$ cat config.mk
export PLATFORM = sky130hd
export DESIGN_NAME = aes_reg_status_multi
export DESIGN_NICKNAME = d
export VERILOG_FILES = /design/src/rtl/aes_reg_status_pkg.sv /design/src/rtl/aes_reg_status_group.sv /design/src/rtl/aes_reg_status_multi.sv
export SDC_FILE = /design/constraint.sdc
export NUM_CORES = 1
export LEC_CHECK = 0
export ABC_AREA = 1
export CAP_MARGIN = 20
export CORE_AREA = 2 2 57 86
export CTS_CLUSTER_SIZE = 20
export DETAILED_ROUTE_END_ITERATION = 10
export DIE_AREA = 0 0 59 88
export PLACE_DENSITY = 0.78
export SLEW_MARGIN = 20
export SYNTH_ARGS = -nofsm -noshare
export SYNTH_HDL_FRONTEND = slang
export SYNTH_SLANG_ARGS = --single-unit
$ cat constraint.sdc
create_clock -name clk_i -period 2 [get_ports clk_i]
set_input_delay 0.4 -clock clk_i [delete_from_list [all_inputs] [get_ports clk_i]]
set_output_delay 0.4 -clock clk_i [all_outputs]
set_load 0.005 [all_outputs]
$ cat src/rtl/aes_reg_status_pkg.sv
// aes_reg_status_pkg: shared types and helpers for the register-group status tracker
package aes_reg_status_pkg;

    typedef struct packed {
        logic is_new;
        logic clean;
        logic stale;
    } group_status_t;

    function automatic int unsigned sat_inc(input int unsigned v, input int unsigned lim);
        return (v >= lim) ? v : v + 1;
    endfunction

    function automatic int unsigned popcount(input logic [31:0] v);
        int unsigned n;
        n = 0;
        for (int i = 0; i < 32; i++) n += int'(v[i]);
        return n;
    endfunction

endpackage

$ cat src/rtl/aes_reg_status_group.sv
// aes_reg_status_group: write-completeness, cleanliness and stale-partial tracking of one register group
module aes_reg_status_group
    import aes_reg_status_pkg::*;
#(
    parameter int unsigned Width         = 4,
    parameter int unsigned TimeoutCycles = 16,
    parameter bit          AutoArm       = 1'b0
) (
    input  logic             clk_i,
    input  logic             rst_i,
    input  logic [Width-1:0] we_i,
    input  logic             use_i,
    input  logic             clear_i,
    input  logic             arm_i,
    output group_status_t    status_o,
    output logic             new_pulse_o
);

    localparam int unsigned CntW = (TimeoutCycles > 0) ? $clog2(TimeoutCycles + 1) : 1;

    logic [Width-1:0] we_q, we_d;
    logic [CntW-1:0]  cnt_q, cnt_d;
    logic             armed_q, armed_d, new_q, new_d, clean_q, clean_d, stale_q, stale_d;
    logic             wr, kill, armed_wr, all_w, none_w, partial;

    // next-state of the group: clear beats use beats an armed (restarting) write beats accumulation
    always_comb begin
        wr       = |we_i;
        kill     = clear_i | use_i;
        armed_wr = armed_q & wr;
        we_d     = kill ? '0 : armed_wr ? we_i : (we_q | we_i);
        armed_d  = clear_i ? 1'b0 : use_i ? AutoArm : armed_wr ? 1'b0 : (armed_q | arm_i);
        all_w    = &we_d;
        none_w   = ~|we_d;
        partial  = ~all_w & ~none_w;
        new_d    = ~kill & all_w;
        clean_d  = clear_i ? 1'b0 : all_w ? 1'b1 : none_w ? clean_q : 1'b0;
        cnt_d    = (~partial | wr | kill) ? '0 : CntW'(sat_inc(32'(cnt_q), TimeoutCycles));
        stale_d  = partial & (cnt_d == CntW'(TimeoutCycles)) & (TimeoutCycles != 0);
    end

    // state registers, wiped asynchronously
    always_ff @(posedge clk_i or posedge rst_i) begin
        if (rst_i) begin
            we_q    <= '0;
            cnt_q   <= '0;
            armed_q <= 1'b0;
            new_q   <= 1'b0;
            clean_q <= 1'b0;
            stale_q <= 1'b0;
        end else begin
            we_q    <= we_d;
            cnt_q   <= cnt_d;
            armed_q <= armed_d;
            new_q   <= new_d;
            clean_q <= clean_d;
            stale_q <= stale_d;
        end
    end

    assign status_o    = '{is_new: new_q, clean: clean_q, stale: stale_q};
    assign new_pulse_o = new_d & ~new_q;

endmodule

$ cat src/rtl/aes_reg_status_multi.sv
// aes_reg_status_multi: per-group write tracking for several multi-word registers plus aggregate status
module aes_reg_status_multi
    import aes_reg_status_pkg::*;
#(
    parameter int unsigned NumGroups     = 3,
    parameter int unsigned Width         = 4,
    parameter int unsigned TimeoutCycles = 16,
    parameter bit          AutoArm       = 1'b0,
    localparam int unsigned PendW        = $clog2(NumGroups + 1)
) (
    input  logic                       clk_i,
    input  logic                       rst_i,
    input  logic [NumGroups*Width-1:0] we_i,
    input  logic [NumGroups-1:0]       use_i,
    input  logic [NumGroups-1:0]       clear_i,
    input  logic [NumGroups-1:0]       arm_i,
    output logic [NumGroups-1:0]       new_o,
    output logic [NumGroups-1:0]       new_pulse_o,
    output logic [NumGroups-1:0]       clean_o,
    output logic [NumGroups-1:0]       stale_o,
    output logic                       all_new_o,
    output logic [PendW-1:0]           num_pending_o
);

    group_status_t        st [NumGroups];
    logic [NumGroups-1:0] pending;

    for (genvar g = 0; g < NumGroups; g++) begin : g_grp
        aes_reg_status_group #(
            .Width        (Width),
            .TimeoutCycles(TimeoutCycles),
            .AutoArm      (AutoArm)
        ) u_grp (
            .clk_i      (clk_i),
            .rst_i      (rst_i),
            .we_i       (we_i[g*Width +: Width]),
            .use_i      (use_i[g]),
            .clear_i    (clear_i[g]),
            .arm_i      (arm_i[g]),
            .status_o   (st[g]),
            .new_pulse_o(new_pulse_o[g])
        );
        assign new_o[g]   = st[g].is_new;
        assign clean_o[g] = st[g].clean;
        assign stale_o[g] = st[g].stale;
    end

    // aggregates derived purely from the registered per-group flags
    always_comb begin
        pending       = ~new_o;
        all_new_o     = &new_o;
        num_pending_o = PendW'(popcount(32'(pending)));
    end

endmodule

---- Word level (Yosys, flattened, before mapping) ----
Index checks and enable logic that the tools add are counted.
cells by class
  bitwise logic cells ..................... 43
  muxes and demuxes ....................... 30
  equality and inequality tests ........... 3
  reduce and logical (&&, ||, !) cells .... 13
  add/sub/neg operators ................... 5
  order comparisons ....................... 3
operators with widths
  operator                                                        number
  5-bit two-way mux                                               6
  4-bit two-way mux                                               6
  4-bit OR reduction                                              6
  1-bit two-way mux                                               18
  5-bit by 1-bit adder with 5-bit output (second input constant)  3
  1-bit AND                                                       15
  5-bit equality test (second input constant)                     3
  5-bit >= comparator (second input constant)                     3
  1-bit NOT                                                       12
  1-bit OR                                                        12
  4-bit OR                                                        3
  4-bit AND reduction                                             3
  3-bit nonzero test                                              3
  3-bit NOT                                                       1
  3-bit AND reduction                                             1
  1-bit by 1-bit adder with 2-bit output                          1
  2-bit by 1-bit adder with 2-bit output                          1
storage, ports and cells
  logic and storage cells ................. 115
  output and inout port bits .............. 15
  bits of input ports ..................... 23
  flip-flop bits (word level) ............. 39

---- Longest topological paths before layout ----
  word-level depth ........................ 13
  mapped depth ............................ 12
  mapped depth without buffers ............ 12

---- Cells and area by module ----
Synthesis repeated with hierarchy kept, for this count alone.
unflattened totals
  cell total of the unflattened synthesis .. 270
  area, all modules ....................... 2,319.7 µm²
by module, submodules not included
  module                area an instance (µm²)  times used  sequential area each (µm²)  cells each
  aes_reg_status_group  759.5                   3           325.3                       88
  aes_reg_status_multi  41.3                    1           0.0                         6

---- Worst setup path before layout ----
No wires, ideal clock.
  path type ............................... input to output
  start point ............................. in we_i[0]
  end point ............................... out new_pulse_o[0]
  path slack .............................. 0.365 ns
  data required time ...................... 1.600 ns
  path buffers ............................ 1
  arrival ................................. 1.235 ns
  stages on the path ...................... 10
  cells stage by stage .................... nor2_1 > nand2_2 > nand2_4 > nand2_2 > nand2_2 > nand2_2 > nor2_2 > nand2_4 > nor2_1 > buf_4
between the ends
  longest elaborated chain between the ends .. 7
  elaborated cells on any way between the ends .. 8
  classes of those cells .................. 2 x mux; 4 x bitwise; 2 x reduce/logical
ends and longest elaborated chain
  item                                line                        source
  start, declared                     aes_reg_status_multi.sv:13  input logic [NumGroups*Width-1:0] we_i,
  4-bit OR reduction                  aes_reg_status_group.sv:28  wr = |we_i;
  1-bit AND                           aes_reg_status_group.sv:30  armed_wr = armed_q & wr;
  4-bit two-way mux (*) (2 in a row)  aes_reg_status_group.sv:31  we_d = kill ? '0 : armed_wr ? we_i : (we_q | we_i);
  4-bit AND reduction (*)             aes_reg_status_group.sv:33  all_w = &we_d;
  1-bit AND (*)                       aes_reg_status_group.sv:36  new_d = ~kill & all_w;
  1-bit AND (*)                       aes_reg_status_group.sv:62  assign new_pulse_o = new_d & ~new_q;
  end, declared                       aes_reg_status_multi.sv:18  output logic [NumGroups-1:0] new_pulse_o,
Every way passes the cells marked *; elsewhere a longest branch is shown, timed or not.

---- Worst setup path after layout ----
  start point ............................. in use_i[0]
  end point ............................... out new_pulse_o[0]
between the ends
  longest elaborated chain between the ends .. 5
  elaborated cells on any way between the ends .. 6
  classes of those cells .................. 1 x mux; 4 x bitwise; 1 x reduce/logical
ends and longest elaborated chain
  item                 line                        source
  start, declared      aes_reg_status_multi.sv:14  input logic [NumGroups-1:0] use_i,
  1-bit OR (*)         aes_reg_status_group.sv:29  kill = clear_i | use_i;
  4-bit two-way mux    aes_reg_status_group.sv:31
  4-bit AND reduction  aes_reg_status_group.sv:33
  1-bit AND (*)        aes_reg_status_group.sv:36
  1-bit AND (*)        aes_reg_status_group.sv:62
Marks and branches as above.

==> flow_summary_export.csv <==
group,metric,value,unit
grt,grt_pass1_wl,8.49,mm
sta,maxSlewViolCount,0,
grt,grt_antenna_before_repair,0,
synthesis,syn_area,2310,µm²
grt,grt_max_degree,40,
grt,grt.total_usage,0.220,
sta,fin_crit_sh,0.971,
synthesis,synth-seq-area-share,0.422,
setup_path,path_buf_inv,2,
sta,tightestPinTransition,0.492,ns
setup_path,start_kind,"primary input",
hold_path,whs_path_depth,2,
drt,antenna_left,0,
layout,drive_gt1_frac,0.341,
grt,grt_pass1_vias,1991,
clocking,clk_path_buf_depth,2,
layout,fin_nets,371,
clocking,cts_htree_levels,2,
sta,skew,0.00510,ns
placement,gp_congestion,0.817,
layout,fillers,367,
clocking,clock_sinks,39,
synthesis,syn-num-nets,295,
clocking,hold_buffers,0,
layout,multi_input_area,1090,µm²
floorplan,pin_count,38,
floorplan,start_util,0.522,
pwr,peakVddDrop,533,µV
floorplan,die_w,59,µm
setup_path,worstPathCellList,"clkdlybuf4s50_1 -> nor2_8 -> nand2_1 -> nor2_4 -> nand2_4 -> nor2_2 -> buf_2",
synthesis,syn_inst,265,
setup_path,reg2reg_depth,11,
clocking,clkLatencyLatePin,0.29,ns
sta,max_clock_freq,515,MHz
placement,dp_hpwl,3.48,mm
synthesis,synth_cell_type_count,26,
setup_path,cp.required,1.60,ns
drt,wl,4.97,mm
drt,drc,0,
clocking,tritoncts,"yes",
job,drv_cap,0,
synthesis,yosys_warnings,0,
drt,routed_via_density,4.83,
layout,syn2layout_area_growth,33.0,%
drt,drt_iter0_markers,62,
synthesis,yosys.area.top_type,"dfrtp_1",
placement,port-buffer-count,37,
run_status,status,"finished, final reports clean",
floorplan,die_h,88,µm
drt,vias,1873,
clocking,cts_root_buf,"clkbuf_8",
pwr,p_leak,1.69,nW
drt,post_drt_wl_per_cell,12.8,µm
layout,antennaDiodeCount,0,
setup_path,path_depth,7,
setup_path,cp_max_fo,4,
hold_path,hold_path.class,"in -> reg",
setup_path,worst_path_largest_cell_delay,0.51,ns
sta,period_needed,1.94,ns
synthesis,synth.area.top_cells,"dfrtp_1, inv_1, nand2_1",
setup_path,slowest_stage,"clkdlybuf4s50_1",
setup_path,worstPathArrival,1.54,ns
setup_path,crit_type,"in -> out",
setup_path,critical-path-top-delay-family,"buffers and inverters",
layout,fin_util,0.694,
synthesis,syn-mean-instance-area,8.72,µm²
floorplan,core-area,4430,µm²
pwr,pwr_density_cell,506,nW/µm²
drt,firstDrtPassIters,6,
clocking,path_clk_slew,0.06,ns
setup_path,cp-end-kind,"output pin",
synthesis,yosys.area.top_type_share,0.422,
clocking,numCtsBuffers,5,
floorplan,num_rows,30,
floorplan,dieArea,5190,µm²
sta,hold_violations,0,
sta,max_slew_margin,0.672,
sta,finalSetupViolCount,0,
layout,regArea,976,µm²
grt,grt-ovfl-total,0,
synthesis,synth-seq-cells,39,
sta,fin_setup_tns,0,ns
layout by cell type, fill, tap and decap left out, types with 2 or more instances in the layout:
| cell type | synthesis | layout |
|---|---|---|
| inv_2 | 3 | 3 |
| dfrtp_1 | 39 | 39 |
| inv_1 | 50 | 50 |
| ha_1 | 6 | 6 |
| nand2_4 | 6 | 8 |
| nor2_1 | 20 | 19 |
| nand2_1 | 39 | 36 |
| o21ai_1 | 2 | 2 |
| o21ai_2 | 3 | 3 |
| clkbuf_8 | 0 | 5 |
| nor2_4 | 6 | 9 |
| xor2_1 | 3 | 3 |
| dlygate4sd2_1 | 0 | 13 |
| clkdlybuf4s50_1 | 0 | 16 |
| nand2_2 | 16 | 17 |
| nor3_1 | 5 | 4 |
| o21ai_0 | 6 | 6 |
| nand3_2 | 9 | 9 |
| xnor2_1 | 5 | 5 |
| nor2_2 | 12 | 10 |
| buf_4 | 12 | 44 |
| dlymetal6s2s_1 | 0 | 4 |
| a21oi_1 | 2 | 2 |
| nor2_8 | 2 | 2 |
| nand4_1 | 8 | 8 |
| nand3_1 | 7 | 7 |
| buf_2 | 0 | 3 |
sequential cells by signal (all words and copies together) (netlist names):
signal,flops
g_grp.u_grp.armed_q,3
g_grp.u_grp.cnt_q,15
g_grp.u_grp.stale_q,3
g_grp.u_grp.new_q,3
g_grp.u_grp.clean_q,3
g_grp.u_grp.we_q,12
cell type report:
class	instances	area share
Multi-Input combinational cell	161	0.353
Tap cell	48	0.0195
Timing Repair Buffer	81	0.221
Sequential cell	39	0.318
Clock buffer	6	0.0236
Inverter	53	0.0647
synthesized netlist by cell type:
cell type  count
nor2_1        20
inv_2          3
nor2_2        12
o21ai_2        3
and3_1         1
nand2_4        6
o21ai_1        2
ha_1           6
o21ai_0        6
xnor2_1        5
nor2_8         2
nand2_2       16
nor3_1         5
xor2_1         3
buf_4         12
a21oi_2        1
nand3_2        9
nand3_4        1
nand4_1        8
nor2_4         6
nand3_1        7
fa_1           1
dfrtp_1       39
inv_1         50
a21oi_1        2
nand2_1       39
cells by family (layout without fill, tap and decap cells):
kind of cell / count (synthesis) / after routing / synth area share
buffers and inverters: 65 / 140 / 0.125
adder cells (fa/ha/maj): 7 / 7 / 0.0411
AND/OR/NAND/NOR: 132 / 132 / 0.344
XOR/XNOR: 8 / 8 / 0.0303
flip-flops: 39 / 39 / 0.422
AO/OA/AOI/OAI: 14 / 14 / 0.0368
path summary, 6_finish.rpt:
| kind | from | endpoint | slack (ns) |
|---|---|---|---|
| min reg2reg | g_grp[0].u_grp.clean_q | g_grp[0].u_grp.clean_q | 0.48 |
| min in group asynchronous | rst_i | g_grp[0].u_grp.cnt_q[0] | 0.53 |
| min | use_i[2] | g_grp[2].u_grp.armed_q | 0.37 |
| max reg2reg | g_grp[0].u_grp.armed_q | g_grp[0].u_grp.stale_q | 0.35 |
| max in group asynchronous | rst_i | g_grp[1].u_grp.clean_q | 1.13 |
| max | use_i[0] | new_pulse_o[0] | 0.06 |
worst register-to-register path, stage by stage, from the launching register on:
cell and delay (ns):
dfrtp_1 0.40, nand2_4 0.09, buf_4 0.13, buf_4 0.12, buf_4 0.13, nand3_2 0.05, nand2_1 0.09, nor2_2 0.17
nand2_4 0.09, nand4_1 0.14, nand3_2 0.10, nor2_2 0.08
through the flow:
step / instance area, µm² / power (mW) / hold WS (ns) / worst slack (ns) / cells
2_1_floorplan: 2310 / 0.955 / 0.443 / 0.365 / 265
3_5_place_dp: 2880 / 1.07 / 0.467 / -0.510 / 368
4_1_cts: 3050 / 1.57 / 0.485 / -0.0737 / 387
3_3_place_gp: 2880 / 1.07 / 0.465 / -0.494 / 368
6_report: 3070 / 1.56 / 0.372 / 0.0580 / 388
5_1_grt: 3070 / 1.63 / 0.387 / -0.00336 / 388
power breakdown:
part	internal, mW	total, mW	switching, mW
combinational	0.117	0.257	0.140
clock	0.232	0.481	0.249
sequential	0.805	0.817	0.0114
total	1.15	1.56	0.400
layer usage:
layer,routed length [µm],vias to the layer above,track usage,share of wire
met4,82,0,0.0744,0.017
met1,1840,890,0.219,0.37
li1,-,940,-,-
met2,2880,36,0.435,0.58
met3,167,7,0.0443,0.034
met5,0,-,0,0
what timing repair did:
action	4_1_cts	5_1_grt
pin swaps	15	12
resized for setup	35	6
buffers inserted	13	1
gates cloned	0	0
setup endpoints to repair	5	4
Note: power is estimated with default switching activity, not from simulation.
